## config.mk

```make
export PLATFORM = sky130hd
export DESIGN_NAME = layer_readout_scheduler
export DESIGN_NICKNAME = d
export VERILOG_FILES = /design/src/rtl/compair_readout_pkg.sv /design/src/rtl/layer_readout_scheduler_rr_arbiter.sv /design/src/rtl/sync_cell.sv /design/src/rtl/layer_readout_scheduler.sv
export SDC_FILE = /design/constraint.sdc
export NUM_CORES = 1
export LEC_CHECK = 0
export BUFFER_PORTS_ARGS = -buffer_cell sky130_fd_sc_hd__buf_2
export CAP_MARGIN = 20
export CORE_ASPECT_RATIO = 1.1
export CORE_MARGIN = 3
export CORE_UTILIZATION = 55
export DETAILED_ROUTE_END_ITERATION = 8
export PLACE_DENSITY = 0.79
export SYNTH_ARGS = -nofsm -noshare
export SYNTH_HDL_FRONTEND = slang
export SYNTH_SLANG_ARGS = --single-unit
```

## constraint.sdc

```tcl
create_clock -name sysclk -period 7.4 [get_ports sysclk]
set_clock_uncertainty 0.05 [all_clocks]
set_input_delay 1.85 -clock sysclk [delete_from_list [all_inputs] [get_ports sysclk]]
set_output_delay 1.85 -clock sysclk [all_outputs]
set_load 0.02 [all_outputs]
```

## src/rtl/compair_readout_pkg.sv

```systemverilog
// Shared types and helpers for the AstroPix layer readout scheduler.
package compair_readout_pkg;

  localparam int unsigned NLAYERS_DEFAULT = 20;
  localparam int unsigned LAYER_IDX_W     = $clog2(NLAYERS_DEFAULT);

  typedef enum logic [2:0] {
    ST_IDLE,
    ST_HOLD_SETUP,
    ST_REQ,
    ST_READ,
    ST_RELEASE
  } sched_state_t;

  // (base + step) mod n, valid for base < n and step <= n
  function automatic int unsigned rr_wrap(input int unsigned base,
                                          input int unsigned step,
                                          input int unsigned n);
    int unsigned s;
    s = base + step;
    return (s >= n) ? s - n : s;
  endfunction

endpackage

```

## src/rtl/layer_readout_scheduler_rr_arbiter.sv

```systemverilog
// Combinational round-robin pick: first pending index after last_grant, wrapping.
module rr_arbiter
  import compair_readout_pkg::*;
#(
  parameter int unsigned N     = NLAYERS_DEFAULT,
  parameter int unsigned IDX_W = $clog2(N)
) (
  input  logic [N-1:0]     pending,
  input  logic [IDX_W-1:0] last_grant,
  output logic             found,
  output logic [IDX_W-1:0] grant_idx
);

  logic [IDX_W-1:0] cand;

  // Scan farthest-first so the nearest pending candidate is the last write
  always_comb begin
    found     = 1'b0;
    grant_idx = '0;
    cand      = '0;
    for (int unsigned k = N; k >= 1; k--) begin
      cand = IDX_W'(rr_wrap(32'(last_grant), k, N));
      if (pending[cand]) begin
        found     = 1'b1;
        grant_idx = cand;
      end
    end
  end

endmodule

```

## src/rtl/sync_cell.sv

```systemverilog
// Shared multi-bit synchronizer cell: STAGES flops per bit, per-bit reset value.
module sync_cell #(
  parameter int unsigned       WIDTH   = 1,
  parameter int unsigned       STAGES  = 2,
  parameter logic [WIDTH-1:0]  RST_VAL = '0
) (
  input  logic             clk,
  input  logic             rst_n,
  input  logic [WIDTH-1:0] d,
  output logic [WIDTH-1:0] q
);

  logic [WIDTH-1:0] ff [STAGES];

  always_ff @(posedge clk or negedge rst_n) begin
    if (!rst_n) begin
      for (int unsigned i = 0; i < STAGES; i++) ff[i] <= RST_VAL;
    end else begin
      ff[0] <= d;
      for (int unsigned i = 1; i < STAGES; i++) ff[i] <= ff[i-1];
    end
  end

  assign q = ff[STAGES-1];

endmodule

```

## src/rtl/layer_readout_scheduler.sv

```systemverilog
// Arbitrates the AstroPix layers onto the shared SPI readout engine:
// hold, request/ack/done handshake and a transfer timeout.
module layer_readout_scheduler
  import compair_readout_pkg::*;
#(
  parameter int unsigned NLAYERS     = NLAYERS_DEFAULT,
  parameter int unsigned SYNC_STAGES = 2,
  parameter int unsigned HOLD_SETUP  = 4,
  parameter int unsigned TO_W        = 16
) (
  input  logic                       sysclk,
  input  logic                       resn,
  input  logic                       enable,
  input  logic [NLAYERS-1:0]         layer_mask,
  input  logic [NLAYERS-1:0]         hold_force,
  input  logic [TO_W-1:0]            timeout_cycles,
  input  logic [NLAYERS-1:0]         layer_interruptn,
  output logic [NLAYERS-1:0]         layer_hold,
  output logic                       rd_req,
  output logic [$clog2(NLAYERS)-1:0] rd_layer,
  input  logic                       rd_ack,
  input  logic                       rd_done,
  output logic                       rd_abort,
  output logic                       busy,
  output logic                       timeout_evt,
  output logic [7:0]                 timeout_count
);

  localparam int unsigned IDX_W = $clog2(NLAYERS);
  localparam int unsigned HS_W  = 4;
  localparam int unsigned TC_W  = 8;

  logic [NLAYERS-1:0] int_sync;
  logic [NLAYERS-1:0] pending;
  logic               arb_found;
  logic [IDX_W-1:0]   arb_idx;

  sched_state_t       state_q, state_d;
  logic [IDX_W-1:0]   idx_q, idx_d;
  logic [IDX_W-1:0]   last_grant_q, last_grant_d;
  logic [HS_W-1:0]    hs_cnt_q, hs_cnt_d;
  logic [TO_W-1:0]    to_cnt_q, to_cnt_d;
  logic [NLAYERS-1:0] hold_q, hold_d;
  logic               rd_req_d;
  logic [IDX_W-1:0]   rd_layer_d;
  logic               busy_d;
  logic               timeout_evt_d;
  logic [TC_W-1:0]    timeout_count_d;
  logic [TO_W:0]      to_next_c;
  logic               to_expire_c;

  // Interrupts idle high, so the synchronizer resets to "no interrupt"
  sync_cell #(
    .WIDTH   (NLAYERS),
    .STAGES  (SYNC_STAGES),
    .RST_VAL ({NLAYERS{1'b1}})
  ) u_int_sync (
    .clk   (sysclk),
    .rst_n (resn),
    .d     (layer_interruptn),
    .q     (int_sync)
  );

  assign pending = ~int_sync & layer_mask;

  rr_arbiter #(
    .N     (NLAYERS),
    .IDX_W (IDX_W)
  ) u_rr_arbiter (
    .pending    (pending),
    .last_grant (last_grant_q),
    .found      (arb_found),
    .grant_idx  (arb_idx)
  );

  assign to_next_c   = {1'b0, to_cnt_q} + (TO_W+1)'(1);
  assign to_expire_c = (timeout_cycles != '0) && (to_next_c == {1'b0, timeout_cycles});

  // Next-state and registered-output decode
  always_comb begin
    state_d         = state_q;
    idx_d           = idx_q;
    last_grant_d    = last_grant_q;
    hs_cnt_d        = hs_cnt_q;
    to_cnt_d        = to_cnt_q;
    timeout_evt_d   = 1'b0;
    timeout_count_d = timeout_count;
    hold_d          = '0;

    unique case (state_q)
      ST_IDLE: begin
        if (enable && arb_found) begin
          idx_d    = arb_idx;
          hs_cnt_d = '0;
          state_d  = ST_HOLD_SETUP;
        end
      end
      ST_HOLD_SETUP: begin
        if (!pending[idx_q]) begin
          state_d = ST_RELEASE;
        end else if (hs_cnt_q == HS_W'(HOLD_SETUP - 1)) begin
          to_cnt_d = '0;
          state_d  = ST_REQ;
        end else begin
          hs_cnt_d = hs_cnt_q + HS_W'(1);
        end
      end
      ST_REQ: begin
        to_cnt_d = to_cnt_q + TO_W'(1);
        if (rd_done) begin
          state_d = ST_RELEASE;
        end else if (to_expire_c) begin
          timeout_evt_d = 1'b1;
          state_d       = ST_RELEASE;
        end else if (rd_ack) begin
          state_d = ST_READ;
        end
      end
      ST_READ: begin
        to_cnt_d = to_cnt_q + TO_W'(1);
        if (rd_done) begin
          state_d = ST_RELEASE;
        end else if (to_expire_c) begin
          timeout_evt_d = 1'b1;
          state_d       = ST_RELEASE;
        end
      end
      ST_RELEASE: begin
        last_grant_d = idx_q;
        state_d      = ST_IDLE;
      end
      default: state_d = ST_IDLE;
    endcase

    if (timeout_evt_d && (timeout_count != 8'hFF)) begin
      timeout_count_d = timeout_count + TC_W'(1);
    end

    if (state_d inside {ST_HOLD_SETUP, ST_REQ, ST_READ}) begin
      hold_d[idx_d] = 1'b1;
    end
    rd_req_d   = (state_d == ST_REQ);
    busy_d     = (state_d != ST_IDLE);
    rd_layer_d = (state_d != ST_IDLE) ? idx_d : '0;
  end

  always_ff @(posedge sysclk or negedge resn) begin
    if (!resn) begin
      state_q       <= ST_IDLE;
      idx_q         <= '0;
      last_grant_q  <= IDX_W'(NLAYERS - 1);
      hs_cnt_q      <= '0;
      to_cnt_q      <= '0;
      hold_q        <= '0;
      rd_req        <= 1'b0;
      rd_layer      <= '0;
      busy          <= 1'b0;
      timeout_evt   <= 1'b0;
      rd_abort      <= 1'b0;
      timeout_count <= '0;
    end else begin
      state_q       <= state_d;
      idx_q         <= idx_d;
      last_grant_q  <= last_grant_d;
      hs_cnt_q      <= hs_cnt_d;
      to_cnt_q      <= to_cnt_d;
      hold_q        <= hold_d;
      rd_req        <= rd_req_d;
      rd_layer      <= rd_layer_d;
      busy          <= busy_d;
      timeout_evt   <= timeout_evt_d;
      rd_abort      <= timeout_evt_d;
      timeout_count <= timeout_count_d;
    end
  end

  // Software-forced holds bypass the FSM and reset
  assign layer_hold = hold_q | hold_force;

endmodule

```

==> reports/results.ini <==
[outcome]
status=complete, no violations

[global_route]
track_usage_pct=33.60
grt_first_pass_wirelength_um=59970
grt_start_max_net_pins=72
overflow=0
grt_pass1_vias=11180
antenna_found_initial=1

[setup_path]
end_kind=register
cp-start-kind=register
cpMostUsedCell=inv_2
required_ns=7.59
cpMaxStageDelayCell=dfstp_2
r2r_slack_ns=0.65
critPathMaxStageDelay_ns=0.81
cp_top_family=simple AND/OR/NAND/NOR gates
critPathArrivalTime_ns=6.95
path_buf_inv=4
path_max_fanout=19
crit_type=reg -> reg
cp_cell_sequence=inv_2, ha_1, xnor2_1, buf_4, inv_2, ha_1, a21boi_0, nor3_1, nor4_1, a31oi_1, or2_1, or4_1, or3_1, o21a_1, mux2_4, a31oi_4, inv_2, nor4_1

[die]
ios=118
die_y_um=158.4
start_util_pct=56.24
die_w_um=144.5
fp.dieArea_um2=22890
rows=55
coreArea_um2=20640

[min_path]
hp-class=reg -> reg

[cells_and_area]
nets=1582
syn_to_final_growth_pct=8.642
multi_input_area_um2=8325
drive_gt1_share_pct=21.97
diodes=0
final_util_pct=61.10
instances_no_fill=1717
fillers=1761
seqCellArea_um2=2781
fin_area_um2=12610

[synth]
synth_cells=1376
yosysWarningCount=0
async_reset_ff_share_pct=100.0
ys_seq_area_share_pct=23.95
synth_commonest_cells=nand2_1 (101), nor2_1 (94), o21ai_0 (89)
synth_cell_type_count=109
synth_top_area_share_pct=14.22
syn_area_um2=11610
synth_edf_count=0
synth_area_leaders=dfrtp_1 (14%), dfstp_2 (9.7%), mux4_2 (6.8%)
synth_most_common_cell=nand2_1
ys_ff_latch=109
synth_top_area_cell=dfrtp_1
synthFlopType=dfrtp_1
synth.net_count=1502
syn_avg_cell_area_um2=8.438

[placement]
placed_area_um2=12350
dp_cells=1701
finalWeightedCongestion=1.119
port_buffers=117
hpwl_um=30070

[detailed_routing]
drc=0
drtAntennaViolNets=0
wl_um=38440
post_drt_wl_per_cell_um=22.39
route.vias.total=11750
first_pass_iters=5
drt_iter0_markers=1197
avgViaCountPerCell=6.840

[sta]
tightest_slew_ns=1.118
min_period_over_period_pct=91.25
slew_viol_final=0
rsz0062_at_grt=false
fmax_mhz=148.1
hold_violations=0
period_minus_slack_ns=6.753
setup_viol=0
relSlewSlack_pct=25.44
fin_setup_tns_ns=0

[clock_tree]
clkTransAtPathRegs_ns=0.08
cts_setup_buffers=0
hold_buffers=0
clockRootBuffer=clkbuf_16
clock-sinks=109
cts_max_path_buffers=2
cts_tree=done
cts_inserted_buffers=9
clk_latency_ns=0.35
htree_levels=3
cts_resized=0

[flow_run]
drv_cap=0

-- cell type report --
cell class	instances	area share [%]
sequential	109	22.05
timing repair buffer	138	5.912
inverter	46	1.369
clock buffer	11	1.845
clock inverter	5	0.2876
tap	256	2.539
multi-input combinational	1152	66.00
-- cells by family (layout without fill, tap and decap cells) --
| kind of cell | Yosys count | in the layout | synth area share (%) |
|---|---|---|---|
| AO/OA/AOI/OAI | 397 | 397 | 23.78 |
| XOR/XNOR | 58 | 58 | 4.666 |
| adder cells (fa/ha/maj) | 45 | 45 | 4.914 |
| buffers and inverters | 115 | 200 | 4.343 |
| flip-flops | 109 | 109 | 23.95 |
| multiplexers | 94 | 94 | 12.23 |
| AND/OR/NAND/NOR | 558 | 558 | 26.11 |
-- layout by cell type (no fill, tap or decap), types with 11 or more instances in the layout --
master	instances
nand2_1	101
nor2_1	94
xor2_1	19
xnor2_1	36
nor4_1	34
dfrtp_1	66
nor3_1	50
or3_1	18
o211ai_1	14
nand4_1	13
o21ai_0	89
buf_4	22
or2_2	26
nand3_1	43
dfstp_2	43
a21o_1	15
mux2_2	18
nor2b_1	31
a21boi_0	11
nand2b_1	43
a31oi_1	12
o21ai_1	13
o21bai_1	11
a211oi_1	16
and3_1	17
inv_1	35
mux2i_1	38
ha_1	44
o21a_1	23
mux4_2	35
nand3b_1	12
buf_2	116
o22ai_1	12
and2_1	23
a21oi_1	63
-- layer usage --
metal  part of all wire, %  vias up  track usage (%)
li1                      -     5332                -
met1                    38     5587            43.01
met2                    47      686            53.54
met3                   9.6      138            6.278
met4                   5.9        2            18.79
met5                 0.021        -                0
-- per-stage QoR --
stage	setup WS [ns]	hold WS [ns]
finish	0.6473	0.3053
detailed placement	0.8845	0.2968
global placement	1.074	0.2953
floorplan	1.335	0.2952
global route	0.2974	0.3107
CTS	0.8505	0.3060
-- worst reg2reg max path, stage by stage (launching register included) --
cell and delay [ns]:
dfstp_2 0.81, inv_2 0.15, ha_1 0.35, xnor2_1 0.18, buf_4 0.20, inv_2 0.29
ha_1 0.39, a21boi_0 0.40, nor3_1 0.10, nor4_1 0.77, a31oi_1 0.19, or2_1 0.40
or4_1 0.45, or3_1 0.36, o21a_1 0.36, mux2_4 0.37, a31oi_4 0.32, inv_2 0.18
nor4_1 0.34
-- final timing paths --
check                                             from                           end  cells past startpoint
setup / recovery           last_grant_q[1]$_DFFE_PN1N_           hold_q[1]$_DFF_PN0_                     18
hold / removal             u_int_sync.ff[27]$_DFF_PN1_     u_int_sync.q[7]$_DFF_PN1_                      0
max in group asynchronous                         resn  timeout_count[5]$_DFFE_PN0P_                      2
setup reg to reg           last_grant_q[1]$_DFFE_PN1N_           hold_q[1]$_DFF_PN0_                     18
hold reg to reg            u_int_sync.ff[27]$_DFF_PN1_     u_int_sync.q[7]$_DFF_PN1_                      0
min in group asynchronous                         resn         rd_layer[3]$_DFF_PN0_                      1
-- sequential cells by signal, summed over array words and instances, names as in the netlist, 3 cells and up --
signal and count:
rd_layer 5, hold_q 20, to_cnt_q 16, last_grant_q 5, u_int_sync.q 20, hs_cnt_q 4, idx_q 5, timeout_count 8
u_int_sync.ff 20, state_q 3
Power is left out: the tool's default activity adds up to more than one toggle a clock period on the data nets, which glitch-free logic cannot reach.
